--- config.mk ---
export PLATFORM = sky130hd
export DESIGN_NAME = puf_challenge_sequencer
export DESIGN_NICKNAME = d
export VERILOG_FILES = /design/src/rtl/puf_challenge_sequencer.sv
export SDC_FILE = /design/constraint.sdc
export NUM_CORES = 1
export LEC_CHECK = 0
export ABC_AREA = 0
export BUFFER_PORTS_ARGS = -buffer_cell sky130_fd_sc_hd__clkbuf_2
export CAP_MARGIN = 25
export CORE_ASPECT_RATIO = 0.75
export CORE_MARGIN = 3
export CORE_UTILIZATION = 40
export CTS_BUF_LIST = sky130_fd_sc_hd__clkbuf_4 sky130_fd_sc_hd__clkbuf_8 sky130_fd_sc_hd__clkbuf_16
export DETAILED_ROUTE_END_ITERATION = 10
export GPL_ROUTABILITY_DRIVEN = 0
export PLACE_DENSITY = 0.67
export SETUP_SLACK_MARGIN = 0.02
export SYNTH_ARGS = -nofsm -noshare
export SYNTH_HDL_FRONTEND = slang
export SYNTH_SLANG_ARGS = --single-unit
--- constraint.sdc ---
create_clock -name clock -period 3 [get_ports clock]
set_input_delay 0.45 -clock clock [delete_from_list [all_inputs] [get_ports clock]]
set_output_delay 0.45 -clock clock [all_outputs]
set_load 0.05 [all_outputs]
--- src/rtl/puf_challenge_sequencer.sv ---
// puf_challenge_sequencer
// Runs one challenge-generation campaign for the delay-based PUF: steps the
// scrambler LFSR, launches one PUF evaluation per scrambled challenge, waits
// for the response and streams each challenge/response pair out over a
// valid/ready handshake. Sits between the command logic and the scrambler +
// RO PUF core.
//
// state  | meaning
// -------+------------------------------------------------------------------
// IDLE   | waiting for start; done pulses here for one cycle after FIN
// STEP   | scr_increment high for one cycle
// SETTLE | registered scrambler output catches up with the step
// EVAL   | challenge captured, puf_start high for one cycle, timer loaded
// WAIT   | waiting for puf_done; timer counts down to the timeout
// OUT    | pair presented on resp_*, held until resp_ready
// FIN    | campaign over; done is raised on the way back to IDLE

module puf_challenge_sequencer #(
    parameter int CNT_W          = 8,
    // Cycles from puf_start to the done pulse of a timed-out campaign.
    // Must be at least 3.
    parameter int TIMEOUT_CYCLES = 1024
) (
    input  logic             clock,
    input  logic             reset,
    input  logic             start,
    input  logic             abort,
    input  logic [7:0]       seed,
    input  logic [CNT_W-1:0] num_chall,
    output logic             busy,
    output logic             done,
    output logic             timeout_err,
    output logic [7:0]       scr_chall_in,
    output logic             scr_increment,
    input  logic [7:0]       scr_chall_out,
    output logic             puf_start,
    input  logic             puf_done,
    input  logic             puf_resp,
    output logic             resp_valid,
    input  logic             resp_ready,
    output logic [7:0]       resp_chall,
    output logic             resp_bit,
    output logic [CNT_W-1:0] resp_idx
);

    localparam int TMO_W = $clog2(TIMEOUT_CYCLES);

    // The timer is a down-counter loaded in EVAL. It hits zero in the last
    // WAIT cycle, which is the cycle where the elapsed count since puf_start
    // reaches TIMEOUT_CYCLES-1 on its next step. puf_done in that cycle
    // still wins over the timeout.
    localparam logic [TMO_W-1:0] TMO_LOAD = TMO_W'(TIMEOUT_CYCLES - 3);
    localparam logic [TMO_W-1:0] TMO_ONE  = TMO_W'(1);
    localparam logic [CNT_W-1:0] IDX_ONE  = CNT_W'(1);

    typedef enum logic [2:0] {
        S_IDLE,
        S_STEP,
        S_SETTLE,
        S_EVAL,
        S_WAIT,
        S_OUT,
        S_FIN
    } state_t;

    state_t           state;
    logic [CNT_W-1:0] num_q;
    logic [TMO_W-1:0] tmo_cnt;
    logic [CNT_W-1:0] idx_inc;

    // resp_idx doubles as the issued-challenge counter; it wraps naturally.
    assign idx_inc = resp_idx + IDX_ONE;

    // Campaign sequencing; every output is registered and pulses default low.
    always_ff @(posedge clock or posedge reset) begin
        if (reset) begin
            state         <= S_IDLE;
            num_q         <= '0;
            tmo_cnt       <= '0;
            busy          <= 1'b0;
            done          <= 1'b0;
            timeout_err   <= 1'b0;
            scr_chall_in  <= '0;
            scr_increment <= 1'b0;
            puf_start     <= 1'b0;
            resp_valid    <= 1'b0;
            resp_chall    <= '0;
            resp_bit      <= 1'b0;
            resp_idx      <= '0;
        end else begin
            scr_increment <= 1'b0;
            puf_start     <= 1'b0;
            done          <= 1'b0;

            if (abort && (state != S_IDLE)) begin
                // Abort ends the campaign silently; timeout_err is left alone.
                state      <= S_IDLE;
                busy       <= 1'b0;
                resp_valid <= 1'b0;
            end else begin
                case (state)
                    S_IDLE: begin
                        if (start && !abort) begin
                            scr_chall_in <= seed;
                            num_q        <= num_chall;
                            timeout_err  <= 1'b0;
                            resp_idx     <= '0;
                            busy         <= 1'b1;
                            if (num_chall == '0) begin
                                state <= S_FIN;
                            end else begin
                                state         <= S_STEP;
                                scr_increment <= 1'b1;
                            end
                        end
                    end

                    S_STEP: begin
                        state <= S_SETTLE;
                    end

                    S_SETTLE: begin
                        state     <= S_EVAL;
                        puf_start <= 1'b1;
                    end

                    S_EVAL: begin
                        resp_chall <= scr_chall_out;
                        tmo_cnt    <= TMO_LOAD;
                        state      <= S_WAIT;
                    end

                    S_WAIT: begin
                        if (puf_done) begin
                            resp_bit   <= puf_resp;
                            resp_valid <= 1'b1;
                            state      <= S_OUT;
                        end else if (tmo_cnt == '0) begin
                            timeout_err <= 1'b1;
                            state       <= S_FIN;
                        end else begin
                            tmo_cnt <= tmo_cnt - TMO_ONE;
                        end
                    end

                    S_OUT: begin
                        if (resp_ready) begin
                            resp_valid <= 1'b0;
                            resp_idx   <= idx_inc;
                            if (idx_inc == num_q) begin
                                state <= S_FIN;
                            end else begin
                                state         <= S_STEP;
                                scr_increment <= 1'b1;
                            end
                        end
                    end

                    S_FIN: begin
                        done  <= 1'b1;
                        busy  <= 1'b0;
                        state <= S_IDLE;
                    end

                    default: begin
                        state      <= S_IDLE;
                        busy       <= 1'b0;
                        resp_valid <= 1'b0;
                    end
                endcase
            end
        end
    end

endmodule

==> flow_summary.toml, run 1 <==
[synth]
async_reset_ff_share_pct = 100
ys_seq_area_share_pct = 49.5
ys_warn_count = 0
yosys.area.top_type = "dfrtp_1"
netlist_instances = 244
syn_area_um2 = 2630
synth_cell_type_count = 49
syn-num-nets = 277
ys_ff_latch = 52
syn_area_per_cell_um2 = 10.8
yosys_most_used_dff = "dfrtp_1"
yosys-top-cells-area = "dfrtp_1 50%, mux2_2 11%, xnor2_1 4.3%"
synth_top_area_share_pct = 49.5
synth_edf_count = 0

[cells_and_area]
final_common_cell = "clkbuf_2"
final_cell_mix = "61 x clkbuf_2, 52 x dfrtp_1, 25 x mux2_2"
post_route_cells_drive_above_1_share_pct = 36.1
num_antenna_cells = 0
utilization_pct = 51.4
nNetsFinal = 337
area_growth_pct = 18.6

[cts]
postCtsResizedCells = 0
clock_path_buffers = 2
cts_sinks = 52
clkLatencyLatePin_ps = 310
h-tree-depth = 2
cts_tree = "yes"
cts_hold_buf = 0
root_buffer = "clkbuf_8"
cts_setup_buffers = 0
cts_inserted_buffers = 5
cts.clk_slew.worst_paths_ps = 90

[critical_path]
critPathKind = "reg -> reg"
cpPeakStageDelay_ps = 800
crit_arrival_ps = 2490
r2r-start = "state[2]"
path_max_fanout = 17
end_kind = "flop"
r2r_cells = 4
path_cells = "inv_1, or4_1, and2_1, a22o_1"
required_ps = 3210
worst_path_max_delay_cell = "or4_1"
crit_path_start = "state[2]"
cp-start-kind = "flop"

[power]
seqPwrFrac_pct = 45.0
power_switching_uw = 887
vdd_drop_max_mv = 0.491
switching_share_pct = 39.0
power_frac_comb_pct = 33.5
power_density_nw_per_um2 = 730
total_power_uw = 2270
p_clk_share_pct = 21.5
leakagePower_uw = 0.00143
p_int_uw = 1390

[job]
maxCapViolCount = 0

[detailed_routing]
wl_um = 5500
wl_per_cell_um = 14.4
routed_via_density = 5.16
drtIter0Drc = 73
drc = 0
ant_nets = 0
firstDrtPassIters = 4
vias = 1978

[global_routing]
grt_pass1_vias = 1906
grt_first_pass_wirelength_um = 9370
grtUsageTotal_pct = 15.3
grt_antenna_before_repair = 0
grt_max_degree = 38
gr-total-overflow = 0

[placement]
dp_hpwl_um = 4040
port_buffers = 61

[floorplan]
die_width_um = 99.6
ios = 62
rows = 24
start_util_pct = 43.3
die_y_um = 76.2
core_um2 = 6070
fp.dieArea_um2 = 7590

[timing]
skew_ps = 1.84
clock.fmax_ghz = 0.438
tightest_slew_ps = 771
drv_slew = 0
hold_viol = 0
layout_min_cycle_time_ps = 2280
grt_setup_unrepaired = "false"
period_share_pct = 76.0
finalSetupTns_ps = 0
slew_headroom_pct = 48.5
setup_viol = 0

[hold_path]
min_path_type = "in -> async"

[run_status]
status = "complete, no violations"
## cells in the mapped netlist (all sizes together), types with 2 or more instances
master	n
xnor2	13
o22ai	4
or4	3
nor4	4
nand3	11
buf	4
nor3b	4
nand2b	3
ha	2
mux2	25
or3	2
dfrtp	52
nand2	20
a21oi	7
nand4	2
nor2	17
nor3	7
xor2	7
clkbuf	7
inv	11
o21ai	16
o2bb2ai	2
o31ai	3
## worst paths after layout
| check | slack, ps | to |
|---|---|---|
| min in group clock | 360 | resp_chall[5] |
| hold / removal | 250 | resp_chall[5] |
| max in group asynchronous | 2090 | num_q[0] |
| setup / recovery | 720 | resp_idx[3] |
| setup reg to reg | 720 | resp_idx[3] |
| hold reg to reg | 480 | tmo_cnt[0] |
## per-stage QoR
stage / hold WS [ps] / instances / setup WS [ps] / cell area, um^2
floorplan: 441 / 244 / 778 / 2630
global placement: 465 / 375 / 790 / 3000
detailed placement: 466 / 375 / 758 / 3000
CTS: 288 / 383 / 739 / 3120
global route: 317 / 383 / 517 / 3120
finish: 252 / 383 / 719 / 3120
## sequential cells by signal, indices dropped and copies added, names as in the netlist
signal         count
puf_start          1
scr_increment      1
timeout_err        1
resp_valid         1
state              3
num_q              8
busy               1
done               1
tmo_cnt           10
resp_chall         8
resp_bit           1
scr_chall_in       8
resp_idx           8
## layer usage
layer	wire length, um	GRT usage, %
met3	220	3.57
met5	0	0
met2	2450	22.5
met4	80	5.32
met1	2750	21.9
## final cells by class
| class | count | area [um^2] |
|---|---|---|
| flip-flops and latches | 52 | 1300 |
| clock buffers | 5 | 68.8 |
| inverters | 11 | 41.3 |
| repair buffers | 64 | 328 |
| clock inverters | 3 | 42.5 |
| fillers | 565 | 2950 |
| multi-input cells | 170 | 1240 |
| well taps | 78 | 97.6 |
## critical path, delay by kind of cell (launching register included)
family          cells  cell delay [ps]
simple gates        2             1120
flops               1              650
compound gates      1              250
buf+inv             1              160
## cells by family after synthesis
kind of cell	share of synthesized area, %
muxes	11.1
and+or+nand+nor	16.8
buffers and inverters	3.43
xor gates and xnor gates	6.67
AOI/OAI and AO/OA	11.6
DFF	49.5
adders and majority gates	0.952
## power by group through the flow
stage / Combinational [uW] / Clock (uW) / Sequential, uW
floorplan: 341 / 0 / 1280
global placement: 755 / 0 / 1030
detailed placement: 769 / 0 / 1030
CTS: 771 / 501 / 1020
global route: 828 / 534 / 1050
finish: 762 / 489 / 1020
Note: power is estimated with default switching activity, not from simulation.
==> run 2, diff against run 1 <==
Settings changed: ABC_AREA 0 to 1.
Clock period 3 ns to 2.25 ns, I/O delays scaled along.
==> flow_summary.toml, run 2 <==
[cells_and_area]
post_route_cells_drive_above_1_share_pct = 20.7
largest_reg_flops = 10
final_cell_mix = "123 x nand2_1, 61 x clkbuf_2, 52 x dfrtp_1"
nNetsFinal = 472
top_register = "tmo_cnt"
final_common_cell = "nand2_1"
area_growth_pct = 17.2
fill_cells = 618
num_antenna_cells = 0

[timing]
hold_viol = 0
layout_min_cycle_time_ps = 2010
period_share_pct = 89.5
drv_slew = 0
finalSetupTns_ps = 0
tightest_slew_ps = 501
skew_ps = 13.9
clock.fmax_ghz = 0.496
grt_setup_unrepaired = "false"
setup_viol = 0
slew_headroom_pct = 66.5

[global_routing]
grt_first_pass_wirelength_um = 10900
grt_max_degree = 33
grt_pass1_vias = 2342
grtUsageTotal_pct = 16.9
grt_antenna_before_repair = 0
gr-total-overflow = 0

[synth]
synth_cell_type_count = 31
ys_warn_count = 0
synth_top_area_share_pct = 46.4
synth_most_common_cell = "nand2_1"
yosys-top-cells-area = "dfrtp_1 46%, nand2_1 16%, nand3_1 7.9%"
syn_area_per_cell_um2 = 7.46
async_reset_ff_share_pct = 100
yosys.area.top_type = "dfrtp_1"
ys_seq_area_share_pct = 46.4
synth_common_cells = "123 x nand2_1, 52 x dfrtp_1, 44 x nand3_1"
syn_area_um2 = 2800
yosys_most_used_dff = "dfrtp_1"
ys_ff_latch = 52
synth_edf_count = 0
syn-num-nets = 409
netlist_instances = 376

[detailed_routing]
wl_per_cell_um = 12.4
drtIter0Drc = 118
wl_um = 6460
firstDrtPassIters = 5
routed_via_density = 4.91
ant_nets = 0
vias = 2560
drc = 0

[cts]
clkLatencyLatePin_ps = 310
h-tree-depth = 2
root_buffer = "clkbuf_8"
cts_hold_buf = 0
cts_tree = "yes"
cts_inserted_buffers = 5
clock_path_buffers = 2
cts_sinks = 52
cts.clk_slew.worst_paths_ps = 100
cts_setup_buffers = 0
postCtsResizedCells = 0

[floorplan]
die_width_um = 103
rows = 25
fp.dieArea_um2 = 8060
ios = 62
die_y_um = 78.5
start_util_pct = 42.9
core_um2 = 6540

[job]
maxCapViolCount = 0

[run_status]
status = "complete, no violations"

[critical_path]
cp-start-kind = "flop"
crit_family = "simple AND/OR/NAND/NOR gates"
r2r_cells = 11
crit_top_cell = "nand2_2"
path_cells = "inv_1, ha_1, nand2_2, nor2_4, nand3_2, nand2_2, nand2_2, nand2_4, inv_2, nand2_2, nand3_1"
crit_cells = 11
worst_path_max_delay_cell = "dfrtp_1"
required_ps = 2420
path_max_fanout = 20
path_buf_inv = 2
cpPeakStageDelay_ps = 390
end_kind = "flop"
critPathKind = "reg -> reg"
crit_arrival_ps = 2190

[power]
power_density_nw_per_um2 = 1220
leakagePower_uw = 0.00175
vdd_drop_max_mv = 0.663
total_power_uw = 4020

[hold_path]
min_path_type = "in -> async"

[placement]
dp_hpwl_um = 4910
port_buffers = 61
[run 2: cell count changes after synthesis, sizes merged, moves of 4 or more]
cell    change
o21ai      +11
xnor2      -11
nand2     +110
a21oi       -4
nor3b       -4
nand3      +35
nor4        -4
inv        +35
nand4       +4
mux2       -25
nor2       +16
clkbuf      -6
[run 2: logic make-up (layout without fill, tap and decap cells)]
kind of cell,Yosys count,in the layout,share of synthesized area [%]
buf+inv,54,118,8.03
xor+xnor,6,6,1.87
simple gates,224,224,35.3
flops,52,52,46.4
compound gates,38,38,7.45
fa+ha+maj,2,2,0.892
[run 2: stage by stage]
step	worst slack, ps	cell area (um^2)	cells	utilization [%]	hold WS (ps)
CTS	239	3290	521	50.3	37.5
global route	37.7	3290	521	50.3	75.0
floorplan	234	2800	376	-	408
finish	235	3290	521	50.3	27.1
global placement	336	3190	513	48.8	377
detailed placement	253	3190	513	48.8	382
[run 2: cell type report]
class / count / area (um^2) / area share [%]
clock buffers: 6 / 76.3 / 2.32
clock inverters: 2 / 16.3 / 0.495
inverters: 46 / 173 / 5.26
multi-input cells: 270 / 1280 / 38.9
flip-flops and latches: 52 / 1300 / 39.6
well taps: 81 / 101 / 3.08
repair buffers: 64 / 340 / 10.4
[run 2: metal layers]
layer | GRT usage [%] | part of all wire [%] | vias to the layer above
met4 | 3.93 | 0.54 | 0
met1 | 26.3 | 51 | 1143
met2 | 23.6 | 41 | 92
met5 | 0 | 0 | -
li1 | - | - | 1323
met3 | 3.64 | 7.4 | 2
[run 2: worst register-to-register path: stages (launching register included)]
cell and delay (ps):
dfrtp_1 390, inv_1 170, ha_1 230, nand2_2 100
nor2_4 130, nand3_2 110, nand2_2 90, nand2_2 60
nand2_4 90, inv_2 140, nand2_2 250, nand3_1 120
[run 2: report_power, final]
group / total (uW) / internal [uW] / switching (uW)
sequential: 1510 / 1270 / 242
clock: 554 / 234 / 319
combinational: 1950 / 535 / 1420
[run 2: final timing paths]
path | endpoint | slack, ps | from
worst max register to register | tmo_cnt[5] | 240 | tmo_cnt[0]
worst min-delay path | resp_chall[7] | 30 | reset
max in group asynchronous | state[1] | 1680 | reset
worst min register to register | resp_chall[1] | 490 | resp_chall[1]
min in group clock | scr_chall_in[0] | 220 | seed[0]
worst max-delay path | tmo_cnt[5] | 240 | tmo_cnt[0]
